### src/rtl/mem_access_unit.sv
// Memory stage for LEGv8 LDUR/STUR: forms base+offset, runs a valid/ready
// request to data memory and returns load data with a one-cycle done pulse.
module mem_access_unit #(
    parameter int DATA_W     = 64,
    parameter int ALIGN_BITS = 3
) (
    input  logic              clk,
    input  logic              rst_n,
    input  logic              start,
    input  logic              is_store,
    input  logic [DATA_W-1:0] base,
    input  logic [DATA_W-1:0] offset,
    input  logic [DATA_W-1:0] wdata,
    output logic              busy,
    output logic              done,
    output logic              err,
    output logic [DATA_W-1:0] rdata,
    output logic              mem_req_valid,
    input  logic              mem_req_ready,
    output logic              mem_req_we,
    output logic [DATA_W-1:0] mem_req_addr,
    output logic [DATA_W-1:0] mem_req_wdata,
    input  logic              mem_rsp_valid,
    input  logic [DATA_W-1:0] mem_rsp_data
);

    typedef enum logic [1:0] {S_IDLE, S_REQ, S_WAIT, S_DONE} state_e;

    state_e              state_q, state_d;
    logic                we_q, we_d;
    logic                err_q, err_d;
    logic [DATA_W-1:0]   addr_q, addr_d;
    logic [DATA_W-1:0]   wdata_q, wdata_d;
    logic [DATA_W-1:0]   rdata_q, rdata_d;
    logic [DATA_W-1:0]   eff_addr;

    // Carry-out is intentionally dropped: the address wraps modulo 2^DATA_W.
    assign eff_addr = base + offset;

    always_comb begin
        state_d = state_q;
        we_d    = we_q;
        err_d   = err_q;
        addr_d  = addr_q;
        wdata_d = wdata_q;
        rdata_d = rdata_q;
        case (state_q)
            S_IDLE: begin
                if (start) begin
                    we_d    = is_store;
                    addr_d  = eff_addr;
                    wdata_d = wdata;
                    if (|eff_addr[ALIGN_BITS-1:0]) begin
                        err_d   = 1'b1;
                        state_d = S_DONE;
                    end else begin
                        state_d = S_REQ;
                    end
                end
            end
            S_REQ: begin
                if (mem_req_ready) state_d = we_q ? S_DONE : S_WAIT;
            end
            S_WAIT: begin
                if (mem_rsp_valid) begin
                    rdata_d = mem_rsp_data;
                    state_d = S_DONE;
                end
            end
            S_DONE: begin
                err_d   = 1'b0;
                state_d = S_IDLE;
            end
            default: state_d = S_IDLE;
        endcase
    end

    always_ff @(posedge clk or negedge rst_n) begin
        if (!rst_n) begin
            state_q <= S_IDLE;
            we_q    <= 1'b0;
            err_q   <= 1'b0;
            addr_q  <= '0;
            wdata_q <= '0;
            rdata_q <= '0;
        end else begin
            state_q <= state_d;
            we_q    <= we_d;
            err_q   <= err_d;
            addr_q  <= addr_d;
            wdata_q <= wdata_d;
            rdata_q <= rdata_d;
        end
    end

    // Request valid is decoded from state so an async reset drops it at once.
    assign busy          = (state_q != S_IDLE);
    assign done          = (state_q == S_DONE);
    assign err           = err_q;
    assign rdata         = rdata_q;
    assign mem_req_valid = (state_q == S_REQ);
    assign mem_req_we    = we_q;
    assign mem_req_addr  = addr_q;
    assign mem_req_wdata = wdata_q;

endmodule
### config.mk
export PLATFORM = sky130hd
export DESIGN_NAME = mem_access_unit
export DESIGN_NICKNAME = d
export VERILOG_FILES = /design/src/rtl/mem_access_unit.sv
export SDC_FILE = /design/constraint.sdc
export NUM_CORES = 1
export LEC_CHECK = 0
export CORE_ASPECT_RATIO = 0.7
export CORE_MARGIN = 8
export CORE_UTILIZATION = 47
export CTS_CLUSTER_DIAMETER = 60
export CTS_CLUSTER_SIZE = 8
export DETAILED_ROUTE_END_ITERATION = 8
export GPL_TIMING_DRIVEN = 0
export PLACE_DENSITY_LB_ADDON = 0.05
export SLEW_MARGIN = 15
export SYNTH_ARGS = -nofsm -noshare
export SYNTH_HDL_FRONTEND = slang
export SYNTH_SLANG_ARGS = --single-unit
### constraint.sdc
create_clock -name clk -period 5.81 [get_ports clk]
set_clock_uncertainty 0.1 [all_clocks]
set_input_delay 1.162 -clock clk [delete_from_list [all_inputs] [get_ports clk]]
set_output_delay 1.162 -clock clk [all_outputs]
set_load 0.05 [all_outputs]
Word level (Yosys, flattened, before mapping). Cells that the tools add are included.

Register bits after elaboration: 196. Input port bits: 262. Output and inout bits: 197. Word-level logic and storage cells: 31.

Add/sub/neg operators: 1. Eq/ne operators: 7. Muxes and demuxes: 9. Reduce and logical (&&, ||, !) cells: 8.

Operators by type and width (number): adder 64 bit (1); 2-to-1 mux 2 bit (4); one-hot mux 2 bit (4 select lines) (1); inequality test 2 bit, second input constant (3); AND reduction 3 bit (2); equality test 2 bit, second input constant (2); AND reduction 2 bit (2); nonzero test 2 bit (2); 2-to-1 mux 1 bit (3); OR reduction 3 bit (1); equality test 2 x 1 -> 1 bit, second input constant (1); zero test 2 bit (1); inequality test 2 x 1 -> 1 bit, second input constant (1); one-hot mux 1 bit (2 select lines) (1).

Longest topological paths before layout. Gate-level depths: netlist of the first run.

Word-level depth: 5. Depth in mapped cells: 11. Mapped depth without buffers: 11.

Worst setup path before layout of the first run. No wires, ideal clock.

Path type: input to register. Start: input port offset[9]. End: register addr_q[46], in the netlist mem_req_addr[46]. Library setup time: 0.126 ns. Data arrival time: 3.548 ns. Required time: 5.584 ns. Path slack: 2.036 ns. Stages on the path: 10. Buffers on the path: 0. Cells stage by stage: ha_1 > and4_1 > and3_1 > o31ai_2 > a2111oi_4 > a211oi_2 > or4_4 > and2_4 > o2111a_1 > a221o_1.

Cells in the longest elaborated chain, start to end: 1.

Ends and longest elaborated chain: start: declaration (RTL line 12) `input logic [DATA_W-1:0] offset,`; adder 64 bit (RTL line 38) `assign eff_addr = base + offset;`; end signal: assignment (RTL line 90) `addr_q <= addr_d;`; end: declaration (RTL line 32) `logic [DATA_W-1:0] addr_q, addr_d;`.

Every way passes these cells. A chain may end at the register's enable or synchronous reset.

Worst setup path in the final report of the first run.
Start: input port base[21]. End: register addr_q[60], in the netlist mem_req_addr[60].

Cells in the longest elaborated chain, start to end: 1.

Ends and longest elaborated chain: start: declaration (RTL line 11) `input logic [DATA_W-1:0] base,`; adder 64 bit (RTL line 38).

Every way passes these cells.

==> impl_results.md, run 1 <==
- Mux cell area share after synthesis: 0.0670
- Crit-path slowest cell: a2111oi_4
- Crit path required time: between 6000 and 7000 ps
- Final RePlAce weighted congestion: 0.912
- Post-synth EDFFs: 0
- NetSw: around 4600 uW
- PostCTS Resize Cnt: 0
- Antenna violations before repair: 3
- Worst-Margin Slew: around 730 ps
- Outcome: complete, no violations
- Yosys cell types: roughly 70
- Simple-gate portion of the synthesized area: 0.183
- Worst-case reg-to-reg path depth: 8
- Syn_area_per_cell: between 9 and 10 um^2
- Clock sink total: around 200
- Reg power frac: 0.258
- Largest family of logic cells by synthesized area: simple AND/OR/NAND/NOR gates
- Sequential share of the synthesized area: 0.436
- Clock Power Share: 0.131
- # nets final: between 2,000 and 2,500
- Async SR Flop Fraction: 1.00
- Clk Latency, worst-skew pair: around 440 ps
- Critical path arrival: about 4700 ps
- # H-tree levels: 4
- Endpoint class of the critical path: flop
- Met3 GRT Util: 0.0934
- # DRC: 0
- Clk slew on worst S/H paths: ~70 ps
- GR Overflow Total: 0
- Area share of fa/ha/maj cells after synthesis: 0.0774
- Max_cap viols: 0
- Mapped Cells: between 1,000 and 1,500
- Crit path cell chain: clkdlybuf4s50_1 -> ha_1 -> a21oi_1 -> o21ai_0 -> a21oi_1 -> o21ai_0 -> o2111ai_2 -> a2111oi_4 -> o2111ai_2 -> a2111o_1 -> nand3_1
- Max-slew violations: 0
- Synth Area in Compound Gates: 0.166
- Worst Hold Class: reg -> reg
- Cell Int Power: around 4500 uW
- Fin worst setup slack: approximately 1400 ps
- Mapped Nets: 1,569
- CTS tree: built
- Min cycle time layout: 4450 ps
- Synth warnings: 0
- GR Util met1: 0.386
- Number of global-route vias before repair: approximately 11,000
- Max_slew headroom: 0.516
- Die Span Y: about 150 um
- HPWL Detailed: between 30 and 40 mm
- GR Util All Layers: 0.296
- DIE AREA: between 20,000 and 30,000 um^2
- Area Growth Syn to Fin: 49.9%
- IO Count: between 400 and 500
- GR peak layer: met2
- Routed WL: between 40 and 50 mm
- Final Hold Violating Endpoints: 0
- Routed wire per std cell: 21.7 um
- Yosys reg bits: between 150 and 200
- RSZ-0062 raised after global routing: false
- Vias per cell: 5.46
- Comb pwr share: 0.611
- Pre-CTS setup slack: ~1100 ps
- Core Area: approximately 24,000 um^2
- Hold depth: 2
- VDD IR max: roughly 0.00045 V
- CP Max Fanout: 7
- Layout fillers: between 1,500 and 2,000
- Largest net degree at the start of global routing: 84
- Critical path class: in -> reg
- First-pass GRT wire length: around 68 mm
- Layout cell share with drive strength beyond 1: 0.0787
- PwrDens: approximately 540 nW/um^2
- Critical path startpoint category: input port
- Worst R2R Setup Slack: around 3200 ps
- I/O Buffers: roughly 460
- Setup violators final: 0
- Tcrit/Tclk final: 0.765
- Synth Area in XOR/XNOR: 0.0389
- CTS Buf Count: 17
- Die W: 201 um
- Initial core utilization: 0.477
- Drt first pass iters: 5
- Most used DFF post-synth: dfrtp_1
- FP Rows: 47
- Vias: between 10,000 and 15,000
- Setup TNS: 0 ps
- Root Driver: clkbuf_16
- Met2 Resource Use GR: 0.470
- Antenna viol nets, final: 0
- Switch share: 0.506
- First-iteration detailed-routing DRC count: 830
- Setup bufs post-CTS: 0
- CP peak stage delay: 530 ps
- Clk buf depth: 2
- Post-Syn Area: approximately 11,000 um^2
- Antenna Cells: 0
- # hold bufs at CTS: 0
- Static Leak: 0.00739 uW
- Achievable Freq: between 200 and 250 MHz
==> layout by cell type, fill, tap and decap left out, types with 8 or more instances in the layout <==
cell	count
o21bai_1	16
ha_1	68
o21ai_0	91
dfrtp_1	196
nand4_1	26
xor2_1	25
o21a_1	9
clkbuf_1	36
o31ai_1	8
inv_1	20
buf_2	11
a21oi_1	80
nor2_1	54
mux2_2	66
a21o_1	22
nor3_1	8
xnor2_1	25
nand3_1	21
clkdlybuf4s50_1	457
nand2_1	322
clkbuf_16	17
==> registers in the layout (all words and copies together) (netlist names) <==
| name | cells |
|---|---|
| state_q | 2 |
| err | 1 |
| mem_req_addr | 64 |
| mem_req_wdata | 64 |
| mem_req_we | 1 |
| rdata | 64 |
==> area by class of cell <==
cell class	instances	area (um^2)	share of cell area
inverters	20	75.1	0.00445
repair buffers	460	4640	0.275
clock buffers	22	484	0.0287
clock inverters	8	90.1	0.00534
multi-input cells	959	5990	0.355
flip-flops and latches	196	4900	0.291
plain buffers	63	280	0.0166
well taps	318	398	0.0236
==> power groups by stage <==
| stage | logic, uW | clock network (uW) | registers, uW |
|---|---|---|---|
| 6_report | 5590 | 1190 | 2360 |
| 5_1_grt | 5850 | 1260 | 2440 |
| 4_1_cts | 5620 | 1220 | 2360 |
| 3_5_place_dp | 5600 | 0 | 2380 |
| 3_3_place_gp | 5550 | 0 | 2350 |
| 2_1_floorplan | 1230 | 0 | 4610 |
==> synthesized netlist by cell type, types with 20 or more instances <==
cell type,instances,share of area
a21o_1,22,0.015
xor2_1,25,0.019
nor2_1,54,0.018
o21ai_0,91,0.040
nand3_1,21,0.0093
xnor2_1,25,0.019
a21oi_1,80,0.036
dfrtp_1,196,0.44
clkbuf_1,35,0.012
ha_1,68,0.076
inv_1,20,0.0067
nand2_1,322,0.11
mux2_2,66,0.066
nand4_1,26,0.014
==> metal layers <==
| layer | vias to the layer above | wire length, um |
|---|---|---|
| met4 | 6 | 1100 |
| met3 | 60 | 3960 |
| met1 | 5321 | 19000 |
| met5 | - | 37 |
| met2 | 495 | 20200 |
| li1 | 5283 | - |
==> final timing paths <==
kind | from | to
hold reg to reg | mem_req_wdata[61] | mem_req_wdata[61]
max in group asynchronous | rst_n | rdata[35]
hold / removal | mem_req_wdata[61] | mem_req_wdata[61]
setup reg to reg | state_q[0] | mem_req_wdata[14]
setup / recovery | base[21] | mem_req_addr[60]
min in group asynchronous | rst_n | mem_req_addr[38]
==> cell families after synthesis <==
family | after synthesis
buf+inv | 83
xor+xnor | 50
compound gates | 292
fa+ha+maj | 69
mux | 67
simple gates | 481
flops | 196
==> worst max-delay path: cells and delay by family <==
family | cells | cell delay, ps
compound gates | 8 | 2580
fa+ha+maj | 1 | 470
simple gates | 1 | 70
buf+inv | 1 | 430
==> through the flow <==
stage / hold slack [ps] / instance area (um^2) / utilization / cells / total power (uW)
floorplan: 417 / 11200 / - / 1238 / 5840
global placement: 358 / 16200 / 0.688 / 2014 / 7900
detailed placement: 361 / 16300 / 0.691 / 2016 / 7980
CTS: 379 / 16900 / 0.715 / 2046 / 9200
global route: 383 / 16900 / 0.715 / 2046 / 9550
finish: 374 / 16900 / 0.715 / 2046 / 9150
(Power assumes the default switching activity.)
==> run 2, diff against run 1 <==
CORE_UTILIZATION = 40   (was 47)
clock period = 3.9 ns   (was 5.81 ns; I/O delays follow)
==> impl_results.md, run 2 (synthesized netlist as in run 1, its figures left out) <==
- IO Count: 459 (unchanged)
- Tcrit/Tclk final: 0.967
- Vias: 11,193 (+0.25%)
- Min cycle time layout: 3770 ps
- Vias per cell: 5.32 (-2.6%)
- Critical path arrival: 4010 ps (-710 ps)
- # nets final: 2,050 (+0.098%)
- Number of global-route vias before repair: 10,929 (-1.6%)
- Static Leak: 0.00744 uW (+0.70%)
- Met3 GRT Util: 0.0741 (-0.0194)
- Routed WL: 45.0 mm (+1.6%)
- Die Span Y: 156 um (+7.5%)
- Max-slew violations: 0 (unchanged)
- DIE AREA: 33,800 um^2 (+16%)
- GR peak layer: met2
- VDD IR max: 0.000554 V (+22%)
- Comb pwr share: 0.603 (-0.008)
- Switch share: 0.506 (about the same)
- Endpoint class of the critical path: flop
- Finished Cell Area: 17,100 um^2 (+1.4%)
- Crit path launch: base[14]
- NetSw: 6990 uW (+51%)
- Met2 Resource Use GR: 0.412 (-0.0583)
- Root Driver: clkbuf_16
- PwrDens: 808 nW/um^2 (+49%)
- Drt first pass iters: 5 (unchanged)
- Tot Pwr: 13,800 uW (+51%)
- Achievable Freq: around 270 MHz
- Worst r2r dst: mem_req_wdata[7]
- I/O Buffers: 458 (unchanged)
- Antenna violations before repair: 3 (unchanged)
- FP Rows: 51 (+8.5%)
- Worst Hold Class: in -> async
- CTS tree: built
- Clk slew on worst S/H paths: 80 ps (about the same)
- Critical path startpoint category: input port
- Clock sink total: 196 (unchanged)
- GR Util met1: 0.346 (-0.0404)
- GR Util All Layers: 0.257 (-0.0393)
- Max_slew headroom: 0.446 (-0.0696)
- Crit path required time: 4140 ps (-1950 ps)
- First-pass GRT wire length: 67.4 mm (-0.58%)
- # DRC: 0 (unchanged)
- Worst-case reg-to-reg path depth: 8 (unchanged)
- Final Hold Violating Endpoints: 0 (unchanged)
- Worst-Margin Slew: 831 ps (+104 ps)
- Routed wire per std cell: 21.4 um (-1.2%)
- Worst r2r src: state_q[0]
- Die W: 216 um (+7.7%)
- # H-tree levels: 4 (unchanged)
- Reg power frac: 0.255 (-0.003)
- Critical path class: in -> reg
- Area Growth Syn to Fin: 52.1%
- Core Area: 27,800 um^2 (+18%)
- Final RePlAce weighted congestion: 0.920 (+0.98%)
- Layout cell share with drive strength beyond 1: 0.0872 (+0.00848)
- Clk Latency, worst-skew pair: 440 ps (about the same)
- Clock Power Share: 0.142 (+0.011)
- DP Cell Count: 2,069 (+2.6%)
- Cell Int Power: 6830 uW (+51%)
- GR Overflow Total: 0 (unchanged)
- Setup TNS: 0 ps (unchanged)
- Outcome: complete, no violations
- Most common library cell in the layout ignoring fill and taps: clkdlybuf4s50_1
- Setup violators final: 0 (unchanged)
- First-iteration detailed-routing DRC count: 903 (+8.8%)
- Largest net degree at the start of global routing: 88 (+4.8%)
- Final cell count without fillers: 2,105 (+2.9%)
- HPWL Detailed: 36.4 mm (+0.72%)
- Worst R2R Setup Slack: 1240 ps (-1990 ps)
- Commonest non-fill, non-tap cells in the layout: clkdlybuf4s50_1 (457), nand2_1 (322), dfrtp_1 (196)
- Max_cap viols: 0 (unchanged)
- CTS Buf Count: 17 (unchanged)
- Antenna viol nets, final: 0 (unchanged)
- CP Max Fanout: 6 (-1)
- Area after DPL: 16,400 um^2 (+0.41%)
- Clk buf depth: 2 (unchanged)
- Initial core utilization: 0.405 (-0.0718)
## run 2: power groups by stage
| stage | registers [uW] | logic (uW) | clock network (uW) |
|---|---|---|---|
| finish | 3520 | 8330 | 1970 |
| global route | 3640 | 8720 | 2080 |
| CTS | 3520 | 8360 | 2010 |
| detailed placement | 3540 | 8340 | 0 |
| global placement | 3510 | 8280 | 0 |
| floorplan | 6860 | 1840 | 0 |
## run 2: routing by layer
| layer | vias to the layer above | share of wire |
|---|---|---|
| met4 | 2 | 0.013 |
| li1 | 5289 | - |
| met2 | 476 | 0.46 |
| met3 | 37 | 0.086 |
| met5 | - | 0.00020 |
| met1 | 5389 | 0.44 |
## run 2: timing repair
| item | 4_1_cts | 5_1_grt |
|---|---|---|
| setup endpoints to repair | 8 | 11 |
| endpoints found under the hold margin | 0 | 0 |
| pin swaps | 0 | 5 |
| setup buffers | 0 | 2 |
| gates resized for setup | 4 | 12 |
| hold buffers | 0 | 0 |
## run 2: how the worst max path moves through the flow
| stage | endpoint | slack (ps) | cells past startpoint |
|---|---|---|---|
| after floorplan | mem_req_addr[46] | 510 | 10 |
| after global placement | rdata[29] | -6970 | 1 |
| after detailed placement | mem_req_addr[50] | -560 | 12 |
| after CTS | mem_req_addr[60] | 10 | 11 |
| after global routing | mem_req_addr[60] | -5 | 12 |
| final | mem_req_addr[46] | 130 | 11 |
## run 2: layout make-up
class | instances | area [um^2]
diodes | 2 | 5.00
plain buffers | 63 | 280
clock buffers | 17 | 425
clock inverters | 15 | 218
fillers | 2403 | 10700
inverters | 20 | 75.1
multi-input cells | 959 | 6070
flip-flops and latches | 196 | 4900
well taps | 371 | 464
repair buffers | 462 | 4660
## run 2: per-stage QoR
| step | utilization | hold WS, ps | setup slack (ps) |
|---|---|---|---|
| after global placement | 0.587 | 358 | -6970 |
| after global routing | 0.616 | 89.0 | -4.61 |
| after detailed placement | 0.589 | 361 | -558 |
| final | 0.616 | 85.2 | 129 |
| after CTS | 0.613 | 85.5 | 10.4 |
| after floorplan | - | 384 | 508 |
## run 2: critical path, cell delays in order
cell and delay (ps):
clkdlybuf4s50_1 430, ha_1 470, nand4_2 180, nor2_1 270, nand2_1 150, a2111oi_4 390
a211oi_4 120, or4_4 560, and2_4 180, o2111a_1 250, a221o_1 250
